[src/rtl/riscv_pkg.sv]
// Shared RISC-V core definitions: datapath width and the decoded control
// bundle carried from Decode into Execute.
package riscv_pkg;

    localparam int XLEN = 32;

    // Decoded control bundle; field order matches the controller output.
    typedef struct packed {
        logic       RegWrite;
        logic [1:0] ResultSrc;
        logic       MemWrite;
        logic       Jump;
        logic       Branch;
        logic [2:0] ALUControl;
        logic       ALUSrc;
    } ctrl_e_t;

    // A bubble performs no architectural side effect: every control bit is 0.
    localparam ctrl_e_t CTRL_BUBBLE = '0;

endpackage

[src/rtl/flopenrc.sv]
// Generic register with asynchronous reset, enable and synchronous clear.
// Clear takes priority over enable, so a clear is honoured even while held.
module flopenrc #(
    parameter int WIDTH = 8
) (
    input  logic             clk,
    input  logic             reset,
    input  logic             en,
    input  logic             clr,
    input  logic [WIDTH-1:0] d,
    output logic [WIDTH-1:0] q
);

    // State register: reset > clear > enabled load > hold.
    always_ff @(posedge clk or posedge reset) begin
        // NOTE: sequential state uses non-blocking assignment so every flop
        // samples its inputs from before the edge, independent of block order.
        if (reset)
            q <= '0;
        else if (clr)
            q <= '0;
        else if (en)
            q <= d;
    end

endmodule

[src/rtl/id_ex_pipereg.sv]
// ID/EX pipeline register. Captures the decoded control bundle, valid bit and
// datapath operands of the Decode-stage instruction for the Execute stage.
// StallE holds the slot, FlushE inserts a bubble (flush beats stall).
// Optional feature macro: ID_EX_PERF_EN adds the 32-bit BubbleCountE counter.
module id_ex_pipereg
    import riscv_pkg::*;
(
    input  logic            clk,
    input  logic            reset,
    input  logic            StallE,
    input  logic            FlushE,
    input  logic            ValidD,
    input  logic            RegWriteD,
    input  logic            MemWriteD,
    input  logic            JumpD,
    input  logic            BranchD,
    input  logic            ALUSrcD,
    input  logic [1:0]      ResultSrcD,
    input  logic [2:0]      ALUControlD,
    input  logic [XLEN-1:0] RD1D,
    input  logic [XLEN-1:0] RD2D,
    input  logic [XLEN-1:0] PCD,
    input  logic [XLEN-1:0] ImmExtD,
    input  logic [XLEN-1:0] PCPlus4D,
    input  logic [4:0]      Rs1D,
    input  logic [4:0]      Rs2D,
    input  logic [4:0]      RdD,
    output logic            ValidE,
    output logic            RegWriteE,
    output logic            MemWriteE,
    output logic            JumpE,
    output logic            BranchE,
    output logic            ALUSrcE,
    output logic [1:0]      ResultSrcE,
    output logic [2:0]      ALUControlE,
    output logic [XLEN-1:0] RD1E,
    output logic [XLEN-1:0] RD2E,
    output logic [XLEN-1:0] PCE,
    output logic [XLEN-1:0] ImmExtE,
    output logic [XLEN-1:0] PCPlus4E,
    output logic [4:0]      Rs1E,
    output logic [4:0]      Rs2E,
    output logic [4:0]      RdE
`ifdef ID_EX_PERF_EN
    ,
    output logic [31:0]     BubbleCountE
`endif
);

    localparam int CTRL_W = $bits(ctrl_e_t) + 1;
    localparam int DATA_W = 5 * XLEN + 3 * 5;

    ctrl_e_t           w_ctrl_d;
    ctrl_e_t           w_ctrl_e;
    logic [CTRL_W-1:0] w_cv_e;
    logic [DATA_W-1:0] w_data_d;
    logic [DATA_W-1:0] w_data_e;
    logic              w_en;

    assign w_en = ~StallE;

    assign w_ctrl_d = '{
        RegWrite:   RegWriteD,
        ResultSrc:  ResultSrcD,
        MemWrite:   MemWriteD,
        Jump:       JumpD,
        Branch:     BranchD,
        ALUControl: ALUControlD,
        ALUSrc:     ALUSrcD
    };

    assign w_data_d = {RD1D, RD2D, PCD, ImmExtD, PCPlus4D, Rs1D, Rs2D, RdD};

    // Control bundle plus valid bit. Clearing to zero yields CTRL_BUBBLE with
    // ValidE=0, which is exactly the bubble encoding.
    flopenrc #(.WIDTH(CTRL_W)) u_ctrl_reg (
        .clk   (clk),
        .reset (reset),
        .en    (w_en),
        .clr   (FlushE),
        .d     ({w_ctrl_d, ValidD}),
        .q     (w_cv_e)
    );

    // Datapath operands and register indices; a bubble carries RdE=0 so the
    // forwarding unit can never match it.
    flopenrc #(.WIDTH(DATA_W)) u_data_reg (
        .clk   (clk),
        .reset (reset),
        .en    (w_en),
        .clr   (FlushE),
        .d     (w_data_d),
        .q     (w_data_e)
    );

    assign {w_ctrl_e, ValidE} = w_cv_e;

    assign RegWriteE   = w_ctrl_e.RegWrite;
    assign ResultSrcE  = w_ctrl_e.ResultSrc;
    assign MemWriteE   = w_ctrl_e.MemWrite;
    assign JumpE       = w_ctrl_e.Jump;
    assign BranchE     = w_ctrl_e.Branch;
    assign ALUControlE = w_ctrl_e.ALUControl;
    assign ALUSrcE     = w_ctrl_e.ALUSrc;

    assign {RD1E, RD2E, PCE, ImmExtE, PCPlus4E, Rs1E, Rs2E, RdE} = w_data_e;

`ifdef ID_EX_PERF_EN
    logic [31:0] r_bubble_count;
    logic        w_bubble_loaded;

    // A bubble is loaded on a flush, or on an unstalled load of an invalid
    // D-stage slot. Held (stalled) slots are not new bubbles.
    assign w_bubble_loaded = FlushE | (~StallE & ~ValidD);

    // Bubble counter; wraps silently at 2^32.
    always_ff @(posedge clk or posedge reset) begin
        if (reset)
            r_bubble_count <= '0;
        else if (w_bubble_loaded)
            r_bubble_count <= r_bubble_count + 32'd1;
    end

    assign BubbleCountE = r_bubble_count;
`endif

endmodule
[config.mk]
export PLATFORM = sky130hd
export DESIGN_NAME = id_ex_pipereg
export DESIGN_NICKNAME = d
export VERILOG_FILES = /design/src/rtl/riscv_pkg.sv /design/src/rtl/flopenrc.sv /design/src/rtl/id_ex_pipereg.sv
export SDC_FILE = /design/constraint.sdc
export NUM_CORES = 1
export LEC_CHECK = 0
export BUFFER_PORTS_ARGS = -buffer_cell sky130_fd_sc_hd__clkbuf_2
export CORE_ASPECT_RATIO = 0.5
export CORE_MARGIN = 4
export CORE_UTILIZATION = 42
export CTS_CLUSTER_SIZE = 30
export DETAILED_ROUTE_END_ITERATION = 16
export PLACE_DENSITY = 0.77
export SYNTH_ARGS = -nofsm -noshare
export SYNTH_HDL_FRONTEND = slang
export SYNTH_HIERARCHICAL = 1
export SYNTH_SLANG_ARGS = --single-unit
[constraint.sdc]
create_clock -name clk -period 5.6 [get_ports clk]
set_input_delay 0.84 -clock clk [delete_from_list [all_inputs] [get_ports clk]]
set_output_delay 0.84 -clock clk [all_outputs]
set_load 0.005 [all_outputs]
==> impl_metrics.yaml, run 1 <==
finish:
  fin_nets: 1150
  area_growth_pct: 32.29
  drive_above_1_share_pct: 42.49
  n_antenna_cell: 0
  finalNonFillerCells: 1206
  fin_area_sq_um: 10080
setup_path:
  critPathLaunchType: "input port"
  cp_slowest_cell: "inv_8"
  crit_buf_inv: 3
  crit_type: "input port to register"
  required_ns: 5.86
  crit_family: "buffers and inverters"
  timing.rr.start: "u_data_reg/q[27]$_DFFE_PP0P_"
  timing.rr.end: "u_data_reg/q[27]$_DFFE_PP0P_"
  worst-path-max-fanout: 118
  worst_r2r_path_depth: 2
  arrival_ns: 2.63
  cp_num_cells: 5
  cp_cell_sequence: "clkbuf_2 > inv_8 > buf_12 > mux2i_1 > nor2_1"
  slowest_delay_ns: 0.69
  critPathLaunch: "StallE"
  end_kind: "register"
  reg2reg_slack_ns: 4.81
timing:
  worstMarginPinSlew_ns: 1.091
  max_freq_mhz: 422.4
  skew_ns: 0
  setup-violations-final: 0
  grt_setup_unrepaired: "false"
  finalSetupTns_ns: 0
  hold_viol_final: 0
  finalCriticalPeriod_ns: 2.367
  slew_violations: 0
  timing.final.ws_setup_ns: 3.233
  fin_crit_sh_pct: 42.27
  max_slew_margin_pct: 27.28
grt:
  grt_pass1_vias: 5925
  grt_max_degree: 119
  grt.overflow.total: 0
  antenna_found_initial: 0
  grt_pass1_wl_um: 30620
  grt_use_total_pct: 19.00
detailed_routing:
  wl_per_cell_um: 16.86
  dr.pass1.iters: 5
  vias_per_cell: 4.732
  vias: 5707
  drc: 0
  routed_wl_um: 20340
  ant_nets: 0
  drt_iter0_markers: 244
die:
  io-pin-count: 376
  start_util_pct: 43.38
  dieArea_sq_um: 20500
  die_h_um: 103.3
  num_rows: 34
  core_sq_um: 17570
  die_w_um: 198.5
power_and_ir_drop:
  power.share.clock_pct: 40.7
  intPower_w: 0.002343
  power_density_nw_per_um2: 306.9
  pwr-share-seq_pct: 47.3
  combinationalPowerShare_pct: 12.0
  p_total_w: 0.003095
  ir_drop_mv: 0.1922
  swShare_pct: 24.30
  leakagePower_nw: 5.877
  power.switching_w: 0.0007520
flow_run:
  maxCapViolCount: 0
logic_synthesis:
  synth_area_leaders: "dfrtp_1, mux2i_1, nor2_1, buf_8, buf_12"
  avgSynthCellArea_sq_um: 12.66
  synth_mux_area_share_pct: 24.43
  ys_types: 10
  synth_compound_area_share_pct: 0
  synthSimpleGateAreaFrac_pct: 9.160
  synth_top_area_cell: "dfrtp_1"
  synth_warnings: 6
  synthXorXnorAreaFrac_pct: 0
  ys_ff_latch: 186
  syn-num-nets: 792
  seq_area_frac_synth_pct: 61.06
  synth_top_area_share_pct: 61.06
  synth_area_sq_um: 7622
  synth_top_family_by_area: "multiplexers"
  syn_inst: 602
  yosys.area_share.adder_pct: 0
clock_tree:
  cts_tree: "built"
  clock-sinks: 186
  insertion_delay_ns: 0.41
  hold_buffers: 0
  htree_levels: 4
  clockBufferDepth: 2
  cts_setup_buffers: 0
  cts_root_buf: "clkbuf_16"
  cts_buffers: 17
  path_clk_slew_ns: 0.08
  ctsResizeCount: 0
placement:
  routabilityCongestion: 0.8098
  placed_cells: 1175
  hpwl_um: 15070
  pre_cts_ws_ns: 2.849
  numPortBuffers: 375
  dpl_cell_area_sq_um: 9460
worst_hold_path:
  hp-class: "input port to asynchronous set/reset pin"
run_status:
  run_status: "finished clean"
==> power by group through the flow <==
stage / Sequential [W] / Clock (W) / Combinational (W)
after detailed placement: 0.00149 / 0 / 0.000378
after global placement: 0.00148 / 0 / 0.000368
after global routing: 0.00147 / 0.00135 / 0.000413
final: 0.00146 / 0.00126 / 0.000372
after floorplan: 0.00149 / 0 / 0.000199
after CTS: 0.00146 / 0.00129 / 0.000379
==> metrics by stage <==
stage,utilization [%],hold slack [ns]
global placement,53.85,0.4996
finish,57.39,0.4499
detailed placement,53.85,0.5124
floorplan,-,0.5104
global route,57.39,0.4791
CTS,57.39,0.4361
==> worst max-delay path by stage <==
stage / end / slack, ns
4_1_cts: u_data_reg/q[62]$_DFFE_PP0P_ / 3.28
2_1_floorplan: u_data_reg/q[0]$_DFFE_PP0P_ / 0.01
3_5_place_dp: u_data_reg/q[75]$_DFFE_PP0P_ / 2.85
6_report: u_data_reg/q[62]$_DFFE_PP0P_ / 3.23
3_3_place_gp: u_data_reg/q[172]$_DFFE_PP0P_ / 2.90
5_1_grt: u_data_reg/q[62]$_DFFE_PP0P_ / 3.15
==> cells in the mapped netlist <==
library cell	instances
inv_1	3
clkbuf_1	18
buf_2	2
buf_12	6
nor2_1	186
dfrtp_1	186
buf_8	11
buf_6	1
buf_4	3
mux2i_1	186
==> worst reg2reg max path, cell delays in order, from the launching register on <==
cell	delay (ns)
dfrtp_1	0.41
mux2i_1	0.16
nor2_1	0.07
==> kinds of logic after synthesis <==
| family | count (synthesis) |
|---|---|
| DFF | 186 |
| muxes | 186 |
| and+or+nand+nor | 186 |
| buffers and inverters | 44 |
==> layout make-up <==
cell class                 instances  area [sq um]
tap                              234         292.8
fill                            1523          7486
timing repair buffer             380          1929
clock buffer                      20         466.7
inverter                           3         23.77
multi-input combinational        372          2560
clock inverter                    11         156.4
sequential                       186          4654
==> layout by cell type, fill, tap and decap left out, drive strengths merged <==
master and instances:
clkbuf 394, mux2i 186, nor2 186, dfrtp 186
inv 8, buf 6, bufinv 3, clkinv 3
==> registers in the layout, indices dropped and copies added (netlist names) <==
| name | count |
|---|---|
| u_data_reg/q | 175 |
| u_ctrl_reg/q | 11 |
==> metal layers <==
| layer | wire, um | part of all wire, % | global-route usage [%] |
|---|---|---|---|
| met4 | 327 | 1.6 | 5.357 |
| met5 | 0 | 0 | 0 |
| met1 | 8150 | 40 | 23.08 |
| met2 | 10990 | 54 | 35.42 |
| met3 | 862 | 4.2 | 3.463 |
No activity file was read; power rests on OpenSTA's default activity.
==> run 2, diff against run 1 <==
--- a/config.mk
+++ b/config.mk
@@ -5,13 +5,14 @@
 export SDC_FILE = /design/constraint.sdc
 export NUM_CORES = 1
 export LEC_CHECK = 0
+export ABC_AREA = 1
 export BUFFER_PORTS_ARGS = -buffer_cell sky130_fd_sc_hd__clkbuf_2
 export CORE_ASPECT_RATIO = 0.5
 export CORE_MARGIN = 4
-export CORE_UTILIZATION = 42
+export CORE_UTILIZATION = 41
 export CTS_CLUSTER_SIZE = 30
 export DETAILED_ROUTE_END_ITERATION = 16
-export PLACE_DENSITY = 0.77
+export PLACE_DENSITY = 0.76
 export SYNTH_ARGS = -nofsm -noshare
 export SYNTH_HDL_FRONTEND = slang
 export SYNTH_HIERARCHICAL = 1
==> constraint.sdc (replaced) <==
create_clock -name clk -period 1.9 [get_ports clk]
set_input_delay 0.285 -clock clk [delete_from_list [all_inputs] [get_ports clk]]
set_output_delay 0.285 -clock clk [all_outputs]
set_load 0.005 [all_outputs]
==> run 2 against run 1 <==
- critical endpoint is now ImmExtE[30]
- wire length grew 10%
- first-iteration DRC count increased by 58%
- via count grew 19%
- area after synthesis down 2.7%
- largest power group unchanged
==> impl_metrics.yaml, run 2 <==
run_status:
  run_status: "finished clean"
grt:
  grt_max_degree: 102
  antenna_found_initial: 0
  grt_pass1_wl_um: 34490
  grt_use_total_pct: 21.18
  grt.overflow.total: 0
  grt_pass1_vias: 6618
logic_synthesis:
  ys_types: 12
  yosysMostFrequentCell: "nand2_1"
  synth_warnings: 6
  syn-num-nets: 1002
  synth_area_sq_um: 7415
  synthFlopType: "dfrtp_1"
  synth_area_leaders: "dfrtp_1, nand2_1, nand3_1, buf_2, buf_6"
  syn_inst: 812
  ys_ff_latch: 186
  synth_top_area_cell: "dfrtp_1"
  ys_top_cells_by_count: "nand2_1, dfrtp_1, nand3_1, buf_2, buf_6"
  synth_enable_flop_cells: 0
  seq_area_frac_synth_pct: 62.77
  async_flop_share_pct: 100.0
  synth_top_area_share_pct: 62.77
  avgSynthCellArea_sq_um: 9.131
setup_path:
  slowest_delay_ns: 0.42
  cp_slowest_cell: "dfrtp_1"
  end_kind: "output pin"
  crit_type: "register to output pin"
  worst_r2r_path_depth: 2
  reg2reg_slack_ns: 1.23
  crit_family: "flip-flops"
  critPathLaunchType: "register"
  arrival_ns: 0.96
  timing.rr.end: "u_data_reg/q[77]$_DFFE_PP0P_"
  required_ns: 1.62
  timing.rr.start: "u_data_reg/q[77]$_DFFE_PP0P_"
  cp_cell_sequence: "clkbuf_2"
  crit_buf_inv: 1
  worst-path-max-fanout: 2
finish:
  area_growth_pct: 35.59
  final_cell_mix: "clkbuf_2, nand2_1, nand3_1, dfrtp_1, clkbuf_16"
  fill_cells: 1563
  top_register: "u_data_reg/q"
  drive_above_1_share_pct: 36.39
  multi_input_area_sq_um: 2345
  seqCellArea_sq_um: 4654
  layout_commonest_cell: "clkbuf_2"
  largest_reg_flops: 175
  n_antenna_cell: 0
  fin_nets: 1353
  fin_area_sq_um: 10050
  reg.largest.list: "u_data_reg/q: 175 flops, u_ctrl_reg/q: 11 flops"
  final_core_util_pct: 57.22
detailed_routing:
  vias: 6803
  routed_wl_um: 22420
  drc: 0
  highest_layer: "met4"
  wl_met1_um: 9021
  met2_length_um: 11930
  vias_per_cell: 4.825
  dr_wl_met3_um: 995
  drt_iter0_markers: 386
  dr.pass1.iters: 6
  wl_per_cell_um: 15.90
  ant_nets: 0
die:
  core_sq_um: 17570
  io-pin-count: 376
  num_rows: 34
  die_h_um: 103.1
  start_util_pct: 42.20
  die_w_um: 198.2
  dieArea_sq_um: 20430
placement:
  dpl_cell_area_sq_um: 9452
  pre_cts_ws_ns: 0.4435
  routabilityCongestion: 0.8758
  numPortBuffers: 375
  hpwl_um: 16690
timing:
  setup-violations-final: 0
  hold_viol_final: 0
  skew_ns: 0
  worstMarginPinSlew_ns: 0.6184
  max_freq_mhz: 802.8
  timing.final.ws_setup_ns: 0.6544
  whs_ns: 0.09399
  finalCriticalPeriod_ns: 1.246
  finalSetupTns_ns: 0
  max_slew_margin_pct: 58.69
  fin_crit_sh_pct: 65.56
  slew_violations: 0
  grt_setup_unrepaired: "false"
clock_tree:
  clockBufferDepth: 2
  hold_buffers: 1
  cts_buffers: 17
  insertion_delay_ns: 0.41
  cts_root_buf: "clkbuf_16"
  htree_levels: 4
  cts_setup_buffers: 0
  path_clk_slew_ns: 0.08
  ctsResizeCount: 0
  cts_tree: "built"
  clock-sinks: 186
flow_run:
  maxCapViolCount: 0
worst_hold_path:
  hp-class: "input port to register"
  hold_depth: 3
  min_to: "u_data_reg/q[140]$_DFFE_PP0P_"
  holdCritStartpoint: "RD2D[29]"
power_and_ir_drop:
  ir_drop_mv: 0.5895
  leakagePower_nw: 6.053
  power_density_nw_per_um2: 880.0
## run 2: where the power goes
part           switching (W)  leakage [nW]  internal [W]
clock network        0.00154         0.288       0.00198
logic               0.000583          3.29      0.000444
registers           0.000127          2.47       0.00418
## run 2: stage by stage
stage          instances  power [W]
2_1_floorplan        812   0.004834
3_3_place_gp        1377   0.005389
3_5_place_dp        1377   0.005424
4_1_cts             1410   0.008960
5_1_grt             1410   0.009263
6_report            1410   0.008847
## run 2: tightest hold or removal path, stage by stage
cell and delay (ns):
clkbuf_2 0.08, nand3_1 0.07, nand2_1 0.05
## run 2: cell families after synthesis
kind of cell	count (synthesis)	share of synthesized area, %
simple gates	560	31.62
flops	186	62.77
buf+inv	66	5.602
## run 2: per-layer routing
layer,vias to the layer above,track usage [%]
met4,0,7.086
met3,39,3.559
met1,3247,26.58
met2,226,37.93
met5,-,0
li1,3291,-
## run 2: worst max path at each step
stage | from | end | slack [ns] | cells after the start
detailed placement | StallE | u_data_reg/q[121]$_DFFE_PP0P_ | 0.44 | 6
global route | u_data_reg/q[31]$_DFFE_PP0P_ | PCPlus4E[16] | 0.60 | 1
global placement | StallE | u_data_reg/q[23]$_DFFE_PP0P_ | 0.46 | 5
finish | u_data_reg/q[77]$_DFFE_PP0P_ | ImmExtE[30] | 0.65 | 1
CTS | u_data_reg/q[31]$_DFFE_PP0P_ | PCPlus4E[16] | 0.63 | 1
floorplan | reset | u_data_reg/q[0]$_DFFE_PP0P_ | -0.62 | 1
## run 2: area by class of cell
cell class | count | area share [%]
sequential | 186 | 46.30
multi-input combinational | 560 | 23.32
timing repair buffer | 393 | 21.28
clock buffer | 22 | 4.816
tap | 234 | 2.912
clock inverter | 10 | 1.070
inverter | 5 | 0.2987
==> run 3, diff against run 2 <==
==> constraint.sdc (replaced) <==
create_clock -name clk -period 1.1 [get_ports clk]
set_input_delay 0.165 -clock clk [delete_from_list [all_inputs] [get_ports clk]]
set_output_delay 0.165 -clock clk [all_outputs]
set_load 0.005 [all_outputs]
==> run 3 against run 2 <==
- the flow now finishes with violations (setup timing)
- largest cell class unchanged
- first-iteration DRC count increased by 69%
- critical path type unchanged
- largest power group unchanged
- via count increased by 18%
- hold slack got worse by 0.080 ns
- non-clock buffer count increased by 230
==> impl_metrics.yaml, run 3 (same netlist as run 2, synthesis figures left out) <==
power_and_ir_drop:
  power.share.clock_pct: 38.3
  pwr-share-seq_pct: 45.9
  swShare_pct: 25.49
  power.switching_w: 0.004133
  p_total_w: 0.01622
  combinationalPowerShare_pct: 15.8
  intPower_w: 0.01208
  ir_drop_mv: 1.047
  leakagePower_nw: 7.126
  power_density_nw_per_um2: 1323
clock_tree:
  cts_root_buf: "clkbuf_16"
  htree_levels: 4
  insertion_delay_ns: 0.40
  cts_tree: "built"
  cts_buffers: 17
  clockBufferDepth: 2
  clock-sinks: 186
  path_clk_slew_ns: 0.07
finish:
  area_growth_pct: 65.27
  drive_above_1_share_pct: 36.06
  fin_nets: 1583
  final_cell_mix: "clkbuf_2, nand2_1, nand3_1, dfrtp_1, dlygate4sd3_1"
  reg.largest.list: "u_data_reg/q: 175 flops, u_ctrl_reg/q: 11 flops"
  largest_reg_flops: 175
  fill_cells: 1265
  top_register: "u_data_reg/q"
grt:
  grt_max_degree: 78
  grt_pass1_vias: 8006
  grt.overflow.total: 0
  antenna_found_initial: 2
  grt_use_total_pct: 24.94
  grt_pass1_wl_um: 40580
placement:
  hpwl_um: 16980
  numPortBuffers: 375
  routabilityCongestion: 0.8148
detailed_routing:
  drc: 0
  vias_per_cell: 4.906
  drt_iter0_markers: 651
  dr.pass1.iters: 8
  routed_wl_um: 27180
  ant_nets: 0
  wl_per_cell_um: 16.54
  vias: 8061
die:
  dieArea_sq_um: 20430
  core_sq_um: 17570
  io-pin-count: 376
  num_rows: 34
  die_w_um: 198.2
  start_util_pct: 42.20
  die_h_um: 103.1
timing:
  max_slew_margin_pct: 72.18
  whs_ns: 0.01412
  max_freq_mhz: 890.9
  slew_violations: 0
  finalCriticalPeriod_ns: 1.122
  timing.final.ws_setup_ns: -0.02242
  skew_ns: 0
  hold_viol_final: 0
  setup-violations-final: 9
  grt_setup_unrepaired: "true"
  worstMarginPinSlew_ns: 0.4168
  fin_crit_sh_pct: 102.0
setup_path:
  required_ns: 0.94
  arrival_ns: 0.96
  crit_type: "register to output pin"
  crit_buf_inv: 1
  critPathLaunchType: "register"
  cp_slowest_cell: "dfrtp_1"
  end_kind: "output pin"
  worst-path-max-fanout: 2
  crit_family: "flip-flops"
  cp_cell_sequence: "clkbuf_2"
  slowest_delay_ns: 0.42
run_status:
  violations: "setup timing"
  run_status: "finished with violations"
flow_run:
  maxCapViolCount: 0
worst_hold_path:
  hp-class: "input port to register"
==> run 3: cell type report <==
cell class / count / area [sq um] / area share, %
Tap cell: 234 / 292.8 / 2.389
Sequential cell: 186 / 4654 / 37.98
Clock inverter: 11 / 135.1 / 1.103
Multi-Input combinational cell: 560 / 2345 / 19.13
Inverter: 5 / 30.03 / 0.2450
Timing Repair Buffer: 623 / 4329 / 35.33
Clock buffer: 21 / 460.4 / 3.757
Antenna cell: 3 / 7.507 / 0.06126
==> run 3: what timing repair did <==
| action | 4_1_cts | 5_1_grt |
|---|---|---|
| resized for setup | 0 | 3 |
| setup buffers | 4 | 63 |
| endpoints found under the hold margin | 251 | 1 |
| hold buffers | 150 | 1 |
| setup endpoints to repair | 33 | 169 |
==> run 3: path summary, 6_finish.rpt <==
path / start / endpoint / slack (ns) / cells past startpoint
min: RD1D[21] / u_data_reg/q[164]$_DFFE_PP0P_ / 0.01 / 3
max: u_data_reg/q[78]$_DFFE_PP0P_ / ImmExtE[31] / -0.02 / 1
max reg2reg: u_ctrl_reg/q[9]$_DFFE_PP0P_ / u_ctrl_reg/q[9]$_DFFE_PP0P_ / 0.25 / 4
min in group asynchronous: reset / u_ctrl_reg/q[7]$_DFFE_PP0P_ / 0.34 / 3
max in group asynchronous: reset / u_data_reg/q[132]$_DFFE_PP0P_ / 0.27 / 4
min reg2reg: u_data_reg/q[160]$_DFFE_PP0P_ / u_data_reg/q[160]$_DFFE_PP0P_ / 0.47 / 2
==> run 3: power by group through the flow <==
stage | Clock (W) | Sequential (W) | Combinational (W)
global route | 0.00671 | 0.00748 | 0.00279
global placement | 0 | 0.00755 | 0.00183
CTS | 0.00639 | 0.00744 | 0.00233
floorplan | 0 | 0.00758 | 0.000771
detailed placement | 0 | 0.00756 | 0.00188
finish | 0.00621 | 0.00745 | 0.00256
==> run 3: worst register-to-register path, delay by kind of cell (launching register included) <==
family | cells | cell delay [ns]
DFF | 1 | 0.38
buffers and inverters | 2 | 0.25
and+or+nand+nor | 2 | 0.11
==> run 3: through the flow <==
stage | cells | area (sq um) | setup slack [ns] | TNS (ns) | util, %
after floorplan | 812 | 7418 | -1.304 | -228.14 | -
after global placement | 1390 | 9637 | 0.04055 | 0 | 54.85
after detailed placement | 1390 | 9637 | -0.006581 | -0.006581 | 54.85
after CTS | 1576 | 11760 | -0.03778 | -0.3240 | 66.96
after global routing | 1643 | 12250 | -0.05814 | -2.701 | 69.75
final | 1643 | 12250 | -0.02242 | -0.08499 | 69.75
==> run 3: metal layers <==
layer | up-vias | track usage [%] | share of wire [%]
li1 | 3754 | - | -
met1 | 3860 | 28.73 | 37
met2 | 347 | 45.79 | 54
met3 | 100 | 4.865 | 5.0
met4 | 0 | 11.53 | 4.0
met5 | - | 0 | 0
